$ cat src/rtl/bcd_conv_arbiter.sv
// ============================================================================
// Module   : bcd_conv_arbiter
// Brief    : Round-robin sharing of one binary-to-BCD converter among
//            NUM_REQ requesters. Optional watchdog: BCD_ARB_TIMEOUT_EN.
// Revision : 1.0 - initial release
// ============================================================================
`default_nettype none

module bcd_conv_arbiter #(
  parameter int NUM_REQ        = 3,
  parameter int TIMEOUT_CYCLES = 96
) (
  input  logic                    clk,
  input  logic                    rst_n,
  input  logic [NUM_REQ-1:0]      req,
  input  logic [NUM_REQ*32-1:0]   value,
  output logic [NUM_REQ-1:0]      grant,
  output logic [NUM_REQ-1:0]      done,
  output logic [31:0]             bcd_out,
  output logic                    err,
  output logic                    busy,
  output logic                    conv_trigger,
  output logic [31:0]             conv_in,
  input  logic                    conv_idle,
  input  logic [31:0]             conv_bcd
);

  localparam int c_PTR_W = (NUM_REQ > 1) ? $clog2(NUM_REQ) : 1;
  localparam int c_VAL_W = $clog2(NUM_REQ * 32);

  localparam logic [2:0] c_ST_ARB        = 3'd0;
  localparam logic [2:0] c_ST_ISSUE      = 3'd1;
  localparam logic [2:0] c_ST_WAIT_START = 3'd2;
  localparam logic [2:0] c_ST_WAIT_DONE  = 3'd3;
  localparam logic [2:0] c_ST_RESP       = 3'd4;

  logic [2:0]         r_state;
  logic [NUM_REQ-1:0] r_grant;
  logic [NUM_REQ-1:0] r_done;
  logic [31:0]        r_bcd;
  logic               r_trig;
  logic [31:0]        r_conv_in;
  logic [c_PTR_W-1:0] r_rr_ptr;
  logic [c_PTR_W-1:0] r_idx;

  logic               w_pick_valid;
  logic [c_PTR_W-1:0] w_pick_idx;
  logic [NUM_REQ-1:0] w_pick_onehot;
  logic [c_VAL_W-1:0] w_val_base;
  logic               w_in_wait;
  logic               w_timeout;

  function automatic logic [c_PTR_W-1:0] wrap_idx(input logic [c_PTR_W-1:0] base,
                                                  input int off);
    int s;
    s = int'(base) + off;
    if (s >= NUM_REQ) s = s - NUM_REQ;
    return s[c_PTR_W-1:0];
  endfunction

  // Scan downward in distance so the requester closest to rr_ptr wins.
  always_comb begin
    w_pick_valid  = 1'b0;
    w_pick_idx    = '0;
    w_pick_onehot = '0;
    for (int k = NUM_REQ - 1; k >= 0; k--) begin
      if (req[wrap_idx(r_rr_ptr, k)]) begin
        w_pick_valid                          = 1'b1;
        w_pick_idx                            = wrap_idx(r_rr_ptr, k);
        w_pick_onehot                         = '0;
        w_pick_onehot[wrap_idx(r_rr_ptr, k)]  = 1'b1;
      end
    end
  end

  assign w_val_base = c_VAL_W'(int'(w_pick_idx) * 32);
  assign w_in_wait  = (r_state == c_ST_WAIT_START) || (r_state == c_ST_WAIT_DONE);

`ifdef BCD_ARB_TIMEOUT_EN
  localparam int c_CNT_W = $clog2(TIMEOUT_CYCLES + 1);

  logic [c_CNT_W-1:0] r_cnt;
  logic               r_err;

  assign w_timeout = w_in_wait && (r_cnt == c_CNT_W'(TIMEOUT_CYCLES - 1));

  always_ff @(posedge clk or negedge rst_n) begin
    if (!rst_n) begin
      r_cnt <= '0;
      r_err <= 1'b0;
    end else begin
      r_err <= 1'b0;
      if (r_state == c_ST_ISSUE) begin
        r_cnt <= '0;
      end else if (w_in_wait) begin
        r_cnt <= r_cnt + 1'b1;
        if (w_timeout) r_err <= 1'b1;
      end
    end
  end

  assign err = r_err;
`else
  assign w_timeout = 1'b0;
  assign err       = 1'b0;
`endif

  always_ff @(posedge clk or negedge rst_n) begin
    if (!rst_n) begin
      r_state   <= c_ST_ARB;
      r_grant   <= '0;
      r_done    <= '0;
      r_bcd     <= '0;
      r_trig    <= 1'b0;
      r_conv_in <= '0;
      r_rr_ptr  <= '0;
      r_idx     <= '0;
    end else begin
      r_trig <= 1'b0;
      r_done <= '0;
      case (r_state)
        c_ST_ARB: begin
          // conv_idle gating also covers a stale job left over from reset.
          if (w_pick_valid && conv_idle) begin
            r_grant   <= w_pick_onehot;
            r_idx     <= w_pick_idx;
            r_conv_in <= value[w_val_base +: 32];
            r_trig    <= 1'b1;
            r_state   <= c_ST_ISSUE;
          end
        end
        c_ST_ISSUE: begin
          r_state <= c_ST_WAIT_START;
        end
        c_ST_WAIT_START: begin
          if (w_timeout) begin
            r_done  <= r_grant;
            r_bcd   <= 32'hFFFF_FFFF;
            r_state <= c_ST_RESP;
          end else if (!conv_idle) begin
            r_state <= c_ST_WAIT_DONE;
          end
        end
        c_ST_WAIT_DONE: begin
          if (conv_idle) begin
            // A withdrawn requester gets no pulse and leaves bcd_out untouched.
            r_done <= r_grant & req;
            if (|(r_grant & req)) r_bcd <= conv_bcd;
            r_state <= c_ST_RESP;
          end else if (w_timeout) begin
            r_done  <= r_grant;
            r_bcd   <= 32'hFFFF_FFFF;
            r_state <= c_ST_RESP;
          end
        end
        c_ST_RESP: begin
          r_grant  <= '0;
          r_rr_ptr <= wrap_idx(r_idx, 1);
          r_state  <= c_ST_ARB;
        end
        default: begin
          r_state <= c_ST_ARB;
        end
      endcase
    end
  end

  assign grant        = r_grant;
  assign done         = r_done;
  assign bcd_out      = r_bcd;
  assign busy         = (r_state != c_ST_ARB);
  assign conv_trigger = r_trig;
  assign conv_in      = r_conv_in;

endmodule

`default_nettype wire

$ cat config.mk
export PLATFORM = sky130hd
export DESIGN_NAME = bcd_conv_arbiter
export DESIGN_NICKNAME = d
export VERILOG_FILES = /design/src/rtl/bcd_conv_arbiter.sv
export SDC_FILE = /design/constraint.sdc
export NUM_CORES = 1
export LEC_CHECK = 0
export CORE_AREA = 2 2 149 151
export DETAILED_ROUTE_END_ITERATION = 16
export DIE_AREA = 0 0 151 153
export SYNTH_ARGS = -nofsm -noshare
export SYNTH_HDL_FRONTEND = slang
export SYNTH_SLANG_ARGS = --single-unit
$ cat constraint.sdc
create_clock -name clk -period 2.1 [get_ports clk]
set_input_delay 0.42 -clock clk [delete_from_list [all_inputs] [get_ports clk]]
set_output_delay 0.42 -clock clk [all_outputs]
set_load 0.05 [all_outputs]
==> results.md <==
- Setup slack of the most critical reg-to-reg path: -30 ps
- Endpoints failing hold: 0
- Yosys synthesis warning count: 0
- Deepest level of the CTS H-tree: 3
- Maximum clock rate: 467.5 MHz
- Global placement routability congestion: 0.7938
- HP Class: primary input to async pin
- Max-slew violations: 0
- Skew-Pair Late Insertion Delay: 340 ps
- Fraction of layout cells with a size suffix above 1: 25.09%
- Sequential cell area: 1954 µm²
- Remaining antenna violation count: 0
- Global router's overall resource usage: 16.70%
- Crit path largest cell delay: 650 ps
- CTS Buf Count: 9
- Setup TNS: -533.6 ps
- EDFF count, synth: 0
- Asr flop ratio synth: 100.0%
- Kind of cell with the highest combined delay on the critical path: buffers and inverters
- Final setup violation count: 25
- Maximum vdd ir drop: 868.2 µV
- Gate count of the mapped netlist: 586
- Cell area after placement: 8014 µm²
- Signed area change from the synthesized netlist to the final layout: 64.26%
- Via count of the first global-routing pass: 5342
- Slowest CP cell: sky130_fd_sc_hd__clkdlybuf4s50_1
- Setup repair after global routing missed its margin: true
- Fill cell count: 2141
- Total number of placement rows: 54
- Yosys reg bits: 78
- Avg Inst Size Synth: 9.062 µm²
- Worst-Margin Slew: 628.6 ps
- Full die area: 23100 µm²
- Remaining Overflow, GRT: 0
- Type of origin of the critical path: primary input
- Dpl cells: 1059
- Number of vias per cell after detailed routing: 4.974
- Critical Path RT: 2310 ps
- Max-capacitance violation count: 0
- TritonCTS clock tree: done
- First-iteration detailed-routing DRC count: 270
- Crit path setup slack, layout: -38.85 ps
- Core Footprint: 21490 µm²
- Initial Util: 24.71%
- Count of port buffers added during placement: 205
- Filler-free cell count of the finished design: 1085
- Synth Flop Type: sky130_fd_sc_hd__dfrtp_1
- Number of cells on the worst reg-to-reg path: 8
- Area used by multi-input combinational logic: 3248 µm²
- Height of the chip: 153 µm
- Clock-pin slew on the worst setup and hold paths: 70 ps
- First-pass iteration count of the detailed router: 4
- Sum of buffers and inverters on the critical path: 3
- Placement Setup Slack: -369.0 ps
- Worst Path Max Fanout: 7
- Critical Path Stages: 8
- Relative max-transition margin: 58.10%
- Data arrival, critical path: 2350 ps
- Antenna violations before repair: 0
- Finished Cell Area: 8722 µm²
- Avg WL per Cell: 18.24 µm
- Drt total wl: 19.79 mm
- Cells along the critical path: clkdlybuf4s50_1 -> nand2b_1 -> and3_4 -> buf_4 -> o211ai_4 -> and3_4 -> clkbuf_16 -> a211oi_2
- Post-route DRC: 0
- Crit share post-route: 101.9%
- Net count of the mapped netlist: 725
- Power density relative to cell area: 1640 nW/µm²
- Violated checks: setup timing
- Part of the Yosys area used for sequential elements: 36.76%
- Total inserted antenna cells: 0
- Skew final: 12.79 ps
- Detailed-route via count: 5397
- Critical Setup Path Class: primary input to flip-flop
- Cell area after synthesis: 5310 µm²
- Wire length of the first global-routing pass: 30.39 mm
- Root Buffer: sky130_fd_sc_hd__clkbuf_16
- Most used cell along the critical path: sky130_fd_sc_hd__and3_4
- Count of nets after finishing: 939
- Time the final worst path needs with I/O delays and setup: 2139 ps
- Clock Tree Buf Depth: 2
- Status: finished with violations
- Number of placed I/O pins: 207
- Sinks on Clock Net: 78
- Largest net degree at the start of global routing: 45
- Horizontal die dimension: 151 µm
- Detailed Place HPWL: 13.75 mm
- Capturing element type of the critical path: flip-flop
- Count of different cell masters after synthesis: 39
- Total leakage power: 3.391 nW
[timing repair]
item                                    4_1_cts  5_1_grt
buffers inserted                              3        2
hold endpoints to repair                      0        0
gates cloned                                  1        4
pin swaps                                     4        7
gates resized for setup                      16       39
endpoints found under the setup margin       36       35
hold buffers                                  0        0
[synthesized netlist by cell type, types with 2 or more instances]
cell / count / area [µm²]
sky130_fd_sc_hd__mux2i_1: 6 / 60.06
sky130_fd_sc_hd__nor3_1: 67 / 335.3
sky130_fd_sc_hd__a211oi_2: 29 / 362.9
sky130_fd_sc_hd__nand2_1: 45 / 168.9
sky130_fd_sc_hd__mux2_1: 5 / 56.30
sky130_fd_sc_hd__dfrtp_1: 78 / 1952
sky130_fd_sc_hd__buf_6: 5 / 56.30
sky130_fd_sc_hd__clkbuf_1: 36 / 135.1
sky130_fd_sc_hd__o21ai_0: 34 / 170.2
sky130_fd_sc_hd__nor2b_1: 33 / 206.5
sky130_fd_sc_hd__o2111a_1: 32 / 360.4
sky130_fd_sc_hd__inv_1: 6 / 22.52
sky130_fd_sc_hd__buf_2: 22 / 110.1
sky130_fd_sc_hd__mux2_2: 29 / 326.6
sky130_fd_sc_hd__nand2b_1: 6 / 37.54
sky130_fd_sc_hd__nand3_1: 2 / 10.01
sky130_fd_sc_hd__a21oi_1: 71 / 355.3
sky130_fd_sc_hd__a31oi_1: 2 / 12.51
sky130_fd_sc_hd__nand3b_1: 3 / 22.52
sky130_fd_sc_hd__a211oi_1: 3 / 22.52
sky130_fd_sc_hd__nor4_1: 32 / 200.2
sky130_fd_sc_hd__o211ai_1: 2 / 15.01
sky130_fd_sc_hd__buf_4: 7 / 52.55
sky130_fd_sc_hd__ha_1: 5 / 62.56
sky130_fd_sc_hd__a41o_1: 2 / 20.02
sky130_fd_sc_hd__and3_1: 4 / 25.02
sky130_fd_sc_hd__nor2_1: 7 / 26.28
sky130_fd_sc_hd__and2_1: 2 / 12.51
[through the flow]
step / power [mW] / utilization, % / hold slack [ps]
after floorplan: 8.437 / - / 124.4
after global placement: 11.80 / 37.30 / 468.6
after detailed placement: 11.86 / 37.30 / 473.7
after CTS: 13.83 / 39.23 / 102.7
after global routing: 15.14 / 40.60 / 124.9
final: 14.31 / 40.60 / 91.17
[kinds of logic (layout without fill, tap and decap cells)]
| kind of cell | Yosys count | after routing | synth area share [%] |
|---|---|---|---|
| other | 1 | 1 | 0.07062 |
| AO/OA/AOI/OAI | 182 | 182 | 26.46 |
| flip-flops | 78 | 78 | 36.76 |
| multiplexers | 40 | 40 | 8.341 |
| adder cells (fa/ha/maj) | 5 | 5 | 1.178 |
| AND/OR/NAND/NOR | 204 | 204 | 20.10 |
| buffers and inverters | 76 | 295 | 7.092 |
[worst reg2reg max path: cells and delay by family, from the launching register on]
kind | cells | cell delay (ps)
AND/OR/NAND/NOR | 2 | 490
AO/OA/AOI/OAI | 3 | 460
flip-flops | 1 | 450
buffers and inverters | 2 | 340
adder cells (fa/ha/maj) | 1 | 270
[routing by layer]
layer | vias up | part of all wire, % | track usage (%)
met2 | 150 | 49 | 27.32
met3 | 19 | 5.5 | 3.761
met5 | - | 0 | 0
met4 | 0 | 1.9 | 5.162
met1 | 2601 | 43 | 21.86
li1 | 2627 | - | -
[where the power goes]
part	total, mW	internal (mW)	switching, mW
Sequential	2.64	2.21	0.431
Clock	1.66	0.940	0.722
Combinational	10.0	4.03	5.98
[final timing paths]
check	from	to
worst max-delay path	req[2]	conv_in[10]
worst min-delay path	rst_n	bcd_out[11]
worst max register to register	r_rr_ptr[1]	conv_in[10]
worst min register to register	bcd_out[19]	bcd_out[19]
max in group asynchronous	rst_n	conv_in[12]
min in group clk	bcd_out[19]	bcd_out[19]
[cells in the final DEF (no fill, tap or decap), drive strengths merged, types with 8 or more instances in the layout]
cell type	count
a211oi	33
a21oi	71
buf	69
clkbuf	13
clkdlybuf4s50	200
dfrtp	78
inv	10
mux2	34
nand2	45
nor2	8
nor2b	33
nor3	67
nor4	32
o2111a	32
o21ai	34
[area by class of cell]
type | count | area share [%]
clock inverter | 7 | 0.8894
clock buffer | 9 | 2.582
multi-input combinational | 432 | 37.24
tap | 280 | 4.017
timing repair buffer | 273 | 32.61
sequential | 78 | 22.41
inverter | 6 | 0.2582
[sequential cells by signal (all words and copies together), names as in the netlist]
register / flops
bcd_out: 32
conv_in: 32
conv_trigger: 1
done: 3
grant: 3
r_idx: 2
r_rr_ptr: 2
r_state: 3
No activity file was read; power rests on OpenSTA's default activity.
